<file path="src/rtl/uart_pkg.sv">
// Shared UART definitions: receiver state encoding and bit-counter sizing.
package uart_pkg;

    typedef enum logic [2:0] {
        IDLE      = 3'd0,
        START     = 3'd1,
        DATA      = 3'd2,
        STOP      = 3'd3,
        WAIT_HIGH = 3'd4
    } uart_rx_state_t;

    // Width of a counter that spans one bit period of DIVISOR clk cycles.
    function automatic int unsigned uart_cnt_width(input int unsigned divisor);
        return (divisor > 1) ? $clog2(divisor) : 1;
    endfunction

endpackage

</file>
<file path="src/rtl/sync_2ff.sv">
// Two-flop synchronizer for asynchronous inputs, with a configurable reset value.
module sync_2ff #(
    parameter int unsigned          WIDTH     = 1,
    parameter logic [WIDTH-1:0]     RESET_VAL = '0
) (
    input  logic             clk,
    input  logic             rst_n,
    input  logic [WIDTH-1:0] d,
    output logic [WIDTH-1:0] q
);

    logic [WIDTH-1:0] meta;

    // Two-stage capture; both stages come out of reset at RESET_VAL.
    always_ff @(posedge clk or negedge rst_n) begin
        if (!rst_n) begin
            meta <= RESET_VAL;
            q    <= RESET_VAL;
        end else begin
            meta <= d;
            q    <= meta;
        end
    end

endmodule

</file>
<file path="src/rtl/uart_rx.sv">
// Asynchronous serial receiver (8N1 by default, LSB first).
// Start bit is validated at mid-bit; data and stop bits are sampled at their
// centres. A good frame gives a one-cycle o_dv, a low stop bit a one-cycle
// o_frame_err, after which the line must return high before the next frame.
module uart_rx
    import uart_pkg::*;
#(
    parameter int unsigned WIDTH   = 8,
    parameter int unsigned DIVISOR = 100
) (
    input  logic             clk,
    input  logic             i_reset_n,
    input  logic             i_rx,
    output logic [WIDTH-1:0] o_data,
    output logic             o_dv,
    output logic             o_frame_err,
    output logic             o_busy
);

    localparam int unsigned    CW        = uart_cnt_width(DIVISOR);
    localparam int unsigned    IW        = (WIDTH > 1) ? $clog2(WIDTH) : 1;
    localparam logic [CW-1:0]  HALF_LAST = CW'(DIVISOR / 2 - 1);
    localparam logic [CW-1:0]  FULL_LAST = CW'(DIVISOR - 1);
    localparam logic [IW-1:0]  IDX_LAST  = IW'(WIDTH - 1);

    logic                 rx_s;
    uart_rx_state_t       state;
    uart_rx_state_t       state_nx;
    logic [CW-1:0]        cnt;
    logic [IW-1:0]        bit_idx;
    logic [WIDTH-1:0]     shreg;
    logic                 half_tick;
    logic                 full_tick;

    sync_2ff #(
        .WIDTH     (1),
        .RESET_VAL (1'b1)
    ) u_sync (
        .clk   (clk),
        .rst_n (i_reset_n),
        .d     (i_rx),
        .q     (rx_s)
    );

    assign half_tick = (cnt == HALF_LAST);
    assign full_tick = (cnt == FULL_LAST);

    // Next-state decode for the frame FSM.
    always_comb begin
        state_nx = state;
        case (state)
            IDLE:      if (!rx_s)     state_nx = START;
            START:     if (half_tick) state_nx = rx_s ? IDLE : DATA;
            DATA:      if (full_tick && (bit_idx == IDX_LAST)) state_nx = STOP;
            STOP:      if (full_tick) state_nx = rx_s ? IDLE : WAIT_HIGH;
            WAIT_HIGH: if (rx_s)      state_nx = IDLE;
            default:                  state_nx = IDLE;
        endcase
    end

    // State register; o_busy is registered alongside so it tracks the state.
    always_ff @(posedge clk or negedge i_reset_n) begin
        if (!i_reset_n) begin
            state  <= IDLE;
            o_busy <= 1'b0;
        end else begin
            state  <= state_nx;
            o_busy <= (state_nx == START) || (state_nx == DATA) || (state_nx == STOP);
        end
    end

    // Bit-period counter: cleared on any state change and after each full bit.
    always_ff @(posedge clk or negedge i_reset_n) begin
        if (!i_reset_n) begin
            cnt <= '0;
        end else if (state_nx != state) begin
            cnt <= '0;
        end else if ((state == DATA || state == STOP) && full_tick) begin
            cnt <= '0;
        end else if (state == START || state == DATA || state == STOP) begin
            cnt <= cnt + CW'(1);
        end
    end

    // Data path: shift in bits at centre, publish the word or flag a framing error.
    always_ff @(posedge clk or negedge i_reset_n) begin
        if (!i_reset_n) begin
            shreg       <= '0;
            bit_idx     <= '0;
            o_data      <= '0;
            o_dv        <= 1'b0;
            o_frame_err <= 1'b0;
        end else begin
            o_dv        <= 1'b0;
            o_frame_err <= 1'b0;
            case (state)
                START: bit_idx <= '0;
                DATA: begin
                    if (full_tick) begin
                        // Concatenate-then-shift keeps this legal for WIDTH == 1.
                        shreg   <= WIDTH'({rx_s, shreg} >> 1);
                        bit_idx <= (bit_idx == IDX_LAST) ? '0 : bit_idx + IW'(1);
                    end
                end
                STOP: begin
                    if (full_tick) begin
                        if (rx_s) begin
                            o_data <= shreg;
                            o_dv   <= 1'b1;
                        end else begin
                            o_frame_err <= 1'b1;
                        end
                    end
                end
                default: ;
            endcase
        end
    end

endmodule

</file>
<file path="config.mk">
export PLATFORM = sky130hd
export DESIGN_NAME = uart_rx
export DESIGN_NICKNAME = d
export VERILOG_FILES = /design/src/rtl/uart_pkg.sv /design/src/rtl/sync_2ff.sv /design/src/rtl/uart_rx.sv
export SDC_FILE = /design/constraint.sdc
export NUM_CORES = 1
export LEC_CHECK = 0
export BUFFER_PORTS_ARGS = -buffer_cell sky130_fd_sc_hd__buf_2
export CORE_ASPECT_RATIO = 0.5
export CORE_MARGIN = 3
export CORE_UTILIZATION = 58
export CTS_CLUSTER_DIAMETER = 40
export DETAILED_ROUTE_END_ITERATION = 16
export MAX_ROUTING_LAYER = met4
export PLACE_DENSITY = 0.78
export RECOVER_POWER = 100
export SYNTH_ARGS = -nofsm -noshare
export SYNTH_HDL_FRONTEND = slang
export SYNTH_HIERARCHICAL = 1
export SYNTH_SLANG_ARGS = --single-unit
</file>
<file path="constraint.sdc">
create_clock -name clk -period 2.51 [get_ports clk]
set_clock_uncertainty 0.2 [all_clocks]
set_input_delay 0.502 -clock clk [delete_from_list [all_inputs] [get_ports clk]]
set_output_delay 0.502 -clock clk [all_outputs]
set_load 0.05 [all_outputs]
</file>
# ---- Word-level counts from Yosys, hierarchy flattened
# Cells that the tools add are included.
dict set report word_totals {
  regBits 34
  elab_cells 57
}
dict set report op_classes {
  eq_ne 12
  n_mux 20
  reduce_logical 13
  addsub 2
}
# cell count
set op_table {}
lappend op_table {{2-to-1 mux 3 bit} 8}
lappend op_table {{2-to-1 mux 7 bit} 3}
lappend op_table {{case mux 3 bit (5 select lines)} 1}
lappend op_table {{equality test 3 x 2 -> 1 bit, second input constant} 4}
lappend op_table {{adder 7 x 1 -> 7 bit, second input constant} 1}
lappend op_table {{equality test 7 x 6 -> 1 bit, second input constant} 1}
lappend op_table {{equality test 7 bit, second input constant} 1}
lappend op_table {{equality test 3 x 1 -> 1 bit, second input constant} 2}
lappend op_table {{equality test 3 bit, second input constant} 2}
lappend op_table {{2-to-1 mux 1 bit} 6}
lappend op_table {{case mux 3 bit (2 select lines)} 1}
lappend op_table {{logical OR 1 bit} 5}
lappend op_table {{AND reduction 2 bit} 2}
lappend op_table {{adder 3 x 1 -> 3 bit, second input constant} 1}
lappend op_table {{logical NOT 3 bit} 1}
lappend op_table {{!= test 3 bit} 1}
lappend op_table {{AND reduction 3 bit} 1}
lappend op_table {{nonzero test 3 bit} 1}
lappend op_table {{logical AND 1 bit} 2}
lappend op_table {{2-to-1 mux 2 bit} 1}
lappend op_table {{!= test 2 bit, second input constant} 1}
lappend op_table {{nonzero test 2 bit} 1}

# ---- Depth between registers and ports, before layout
dict set report logic_depth {
  word_depth 7
  ltp_mapped 7
}

# ---- Modules after synthesis
# The synthesis kept the hierarchy.
# mod area_per_inst_um2 cells_per_inst n_inst seq_area_each_um2
set modules_own_cells {}
lappend modules_own_cells {uart_rx 1559.0 126 1 800.8}
lappend modules_own_cells {sync_2ff 52.6 2 1 52.6}

# ---- Worst setup path before layout
# No wires, ideal clock.
dict set report synth_timing {
  path_type {register to register}
  startpoint {register cnt[0]}
  endpoint {register o_data[0]}
  path_stages_with_launch 7
  n_path_buf 1
  required_ns 2.185
  arrival_ns 1.615
  setup_slack_ns 0.570
  synth_period_minus_slack_ns 1.940
  setup_time_ns 0.125
  cell_sequence {dfrtp_1 -> ha_1 -> and4b_4 -> and3_1 -> and3_1 -> buf_6 -> mux2_4}
}
dict set report synth_via {
  elab_chain_cells 2
}
# element line_no
set synth_lines {}
lappend synth_lines {{start, declared} uart_rx.sv:29} ;# logic [CW-1:0] cnt;
lappend synth_lines {{start signal, assigned} uart_rx.sv:81} ;# cnt <= cnt + CW'(1);
lappend synth_lines {{equality test 7 bit} uart_rx.sv:46} ;# assign full_tick = (cnt == FULL_LAST);
lappend synth_lines {{AND reduction 3 bit (no source line)} --}
lappend synth_lines {{end signal, assigned} uart_rx.sv:108} ;# o_data <= shreg;
lappend synth_lines {{end, declared} uart_rx.sv:14} ;# output logic [WIDTH-1:0] o_data,
# Every way passes these cells.
# A chain may end at the register's enable or synchronous reset.

# ---- Final worst setup path
dict set report layout_timing {
  startpoint {register cnt[0]}
  endpoint {register shreg[3]}
}
dict set report layout_via {
  elab_chain_cells 2
}
# element line_no
set layout_lines {}
lappend layout_lines {{equality test 7 bit} uart_rx.sv:46}
lappend layout_lines {{AND reduction 2 bit (no source line)} --}
lappend layout_lines {{end signal, assigned} uart_rx.sv:101} ;# shreg <= WIDTH'({rx_s, shreg} >> 1);
lappend layout_lines {{end, declared} uart_rx.sv:31} ;# logic [WIDTH-1:0] shreg;
# Every way passes these cells.

==> metrics <==
CTS sink count 34; Slowest Stage Delay on Critical Path 0.61 ns; via count 982; Arrival @ worst endpoint 2.28 ns; library cells used by synthesis 36; min cycle time layout 2.30 ns; Pwr Total 1.07 mW; fill cell count 178; Post-Syn Area 1610 um2; average size of a mapped cell 12.6 um2; Final period util 0.918; register bit total from synthesis 34; DIE AREA 3490 um2; latest clock arrival within the worst-skew pair 0.29 ns; Yosys Warn Count 6; WHS Endpoint u_sync/meta; R2R setup slack 0.21 ns; initial antenna violation count 0; TritonCTS clock tree yes; DR pass1 iterations 4; core area 2420 um2; crit start category flop; share of cells above drive strength 1 0.203; die width 80.5 um; H-tree Lvls 2; Synthesized Nets 135; DP HPWL 1840 um; post-synth top area share 0.497; Critical Path End Type flop; pre-CTS WS 0.226 ns; area added between synthesis and finish 7.38%; worst r2r src cnt[0]; violations in the final reports capacitance limit, slew limit; Layout Nets 149; maxcap violations 1; Cells after Synth 128; I/O Pins 14; vias in the first global route 943; P_leak 0.810 nW; Hold Fails Final Rpt 0; Detailed Route Iter0 Violations 43; largest area contributor in the netlist dfrtp_1; first-pass GRT wire length 4640 um; Hold-fix buffers, CTS 0; crit path max-delay cell type and4b_1; cells on worst reg2reg path 4; RSZ-0062 raised after global routing false; Worst Path Buf+Inv 0; CTS root buffer clkbuf_8; # diodes 0; Seq/Total Area, Yosys 0.530; hold depth 1; # DRC 0; Total GRT Usage 0.186; post-DR wirelength/cell 15.5 um; PostCTS Resize Cnt 0; grt ovf 0; I/O Buffers 13; final worst slack 0.207 ns; Top Family by Delay on Critical Path simple AND/OR/NAND/NOR gates; Vert. Die Dim 43.3 um; outcome finished, violations left; Setup Fix Bufs, Post-CTS 0; dpl cells 170; Clock transition at path regs 0.07 ns; end of the worst register-to-register path shreg[3]; hold_sp i_rx; Worst Tran Pin Value 1.74 ns; post-route ant nets 0; Pwr Density 616 nW/um2; ranking of synthesized cells by area dfrtp_1, mux2_4, mux2_2; CP Max Fanout 16; Slew Limit Fails 35; ordered list of cells on the worst path ha_1, and4b_4, and4b_1, mux2_2; site row count 12; kind of critical path reg -> reg; Rel. slew slack -0.160; CP Data Required Time 2.48 ns; Min-Delay Path Class in -> reg; CTS buffer count 5; fmax 434 MHz; commonest non-fill, non-tap cell in the layout dfrtp_1; Starting Density 0.667; multi-input logic area 651 um2; register area 853 um2; GPL Wtd Cong 0.807; Vias/cell 5.52; Finished Layout Cells 178; endpoints failing setup 0; most frequent cells in the layout dfrtp_1, clkbuf_1, nand2_1; Routed WL 2750 um; Worst VDD drop 284 uV; setup TNS 0 ns; maximum number of pins on one net before global-route repair 35; Max Root-Sink Buffers 2
[synth_stat cells]
cell / count
a2111oi_2: 1
a21bo_4: 1
a21oi_1: 4
a311oi_1: 1
and3_1: 2
and3_2: 1
and3b_2: 1
and4b_1: 1
and4b_2: 1
and4b_4: 1
and4bb_2: 1
buf_2: 1
buf_6: 5
clkbuf_2: 1
dfrtp_1: 32
dfstp_2: 2
ha_1: 4
inv_1: 3
mux2_2: 8
mux2_4: 8
nand2_1: 11
nand4_1: 4
nor2_1: 8
nor3_1: 5
nor3b_2: 1
nor4_1: 1
nor4b_1: 1
nor4bb_1: 2
o211ai_1: 1
o21a_1: 1
o21ai_0: 5
o21ai_1: 1
o21ba_2: 1
or3_1: 1
xnor2_1: 2
xor2_1: 4
[registers in the layout (all words and copies together) (netlist names)]
| signal | flops |
|---|---|
| bit_idx | 3 |
| shreg | 8 |
| cnt | 7 |
| state | 3 |
| o_dv | 1 |
| u_sync/meta | 1 |
| o_frame_err | 1 |
| o_busy | 1 |
| o_data | 8 |
| u_sync/q | 1 |
[kinds of logic after synthesis]
| logic type | Yosys count | synth area share |
|---|---|---|
| muxes | 16 | 0.130 |
| buffers and inverters | 10 | 0.0481 |
| xor gates and xnor gates | 6 | 0.0326 |
| and+or+nand+nor | 42 | 0.157 |
| DFF | 34 | 0.530 |
| AOI/OAI and AO/OA | 16 | 0.0714 |
| adders and majority gates | 4 | 0.0311 |
[through the flow]
stage / hold WS (ns) / cell area [um2] / utilization
after floorplan: 0.00641 / 1610 / -
after global placement: 0.145 / 1660 / 0.687
after detailed placement: 0.149 / 1660 / 0.687
after CTS: 0.0926 / 1780 / 0.734
after global routing: 0.101 / 1730 / 0.716
final: 0.111 / 1730 / 0.716
[how the worst max path moves through the flow]
stage                       from         to  slack [ns]  cells after the start
final                     cnt[0]   shreg[3]        0.21                      4
after CTS                 cnt[0]   shreg[3]        0.20                      4
after global routing      cnt[0]   shreg[2]        0.07                      4
after global placement    cnt[0]   shreg[0]        0.33                      4
after floorplan           cnt[0]  o_data[0]        0.57                      6
after detailed placement  cnt[0]   shreg[3]        0.23                      4
[power breakdown]
group          switching [mW]  internal, mW
sequential            0.00177         0.551
combinational          0.0104       0.00104
clock                   0.207         0.295
total                   0.219         0.847
[worst register-to-register path, cell delays in order (launching register included)]
cell and delay (ns):
dfrtp_1 0.44, ha_1 0.27, and4b_4 0.26, and4b_1 0.61
mux2_2 0.42
[cell type report]
cell class,instances,area share
flip-flops and latches,34,0.493
multi-input cells,84,0.376
clock buffers,5,0.0398
repair buffers,14,0.0333
clock inverters,3,0.0260
well taps,35,0.0253
inverters,3,0.00651
[routing by layer]
metal / track usage / vias to the layer above / routed length (um)
met5: - / - / 0
met4: 0.0707 / 0 / 14
met3: 0.0572 / 2 / 161
met2: 0.255 / 28 / 1190
met1: 0.257 / 469 / 1380
li1: - / 483 / -
(Power assumes the default switching activity.)
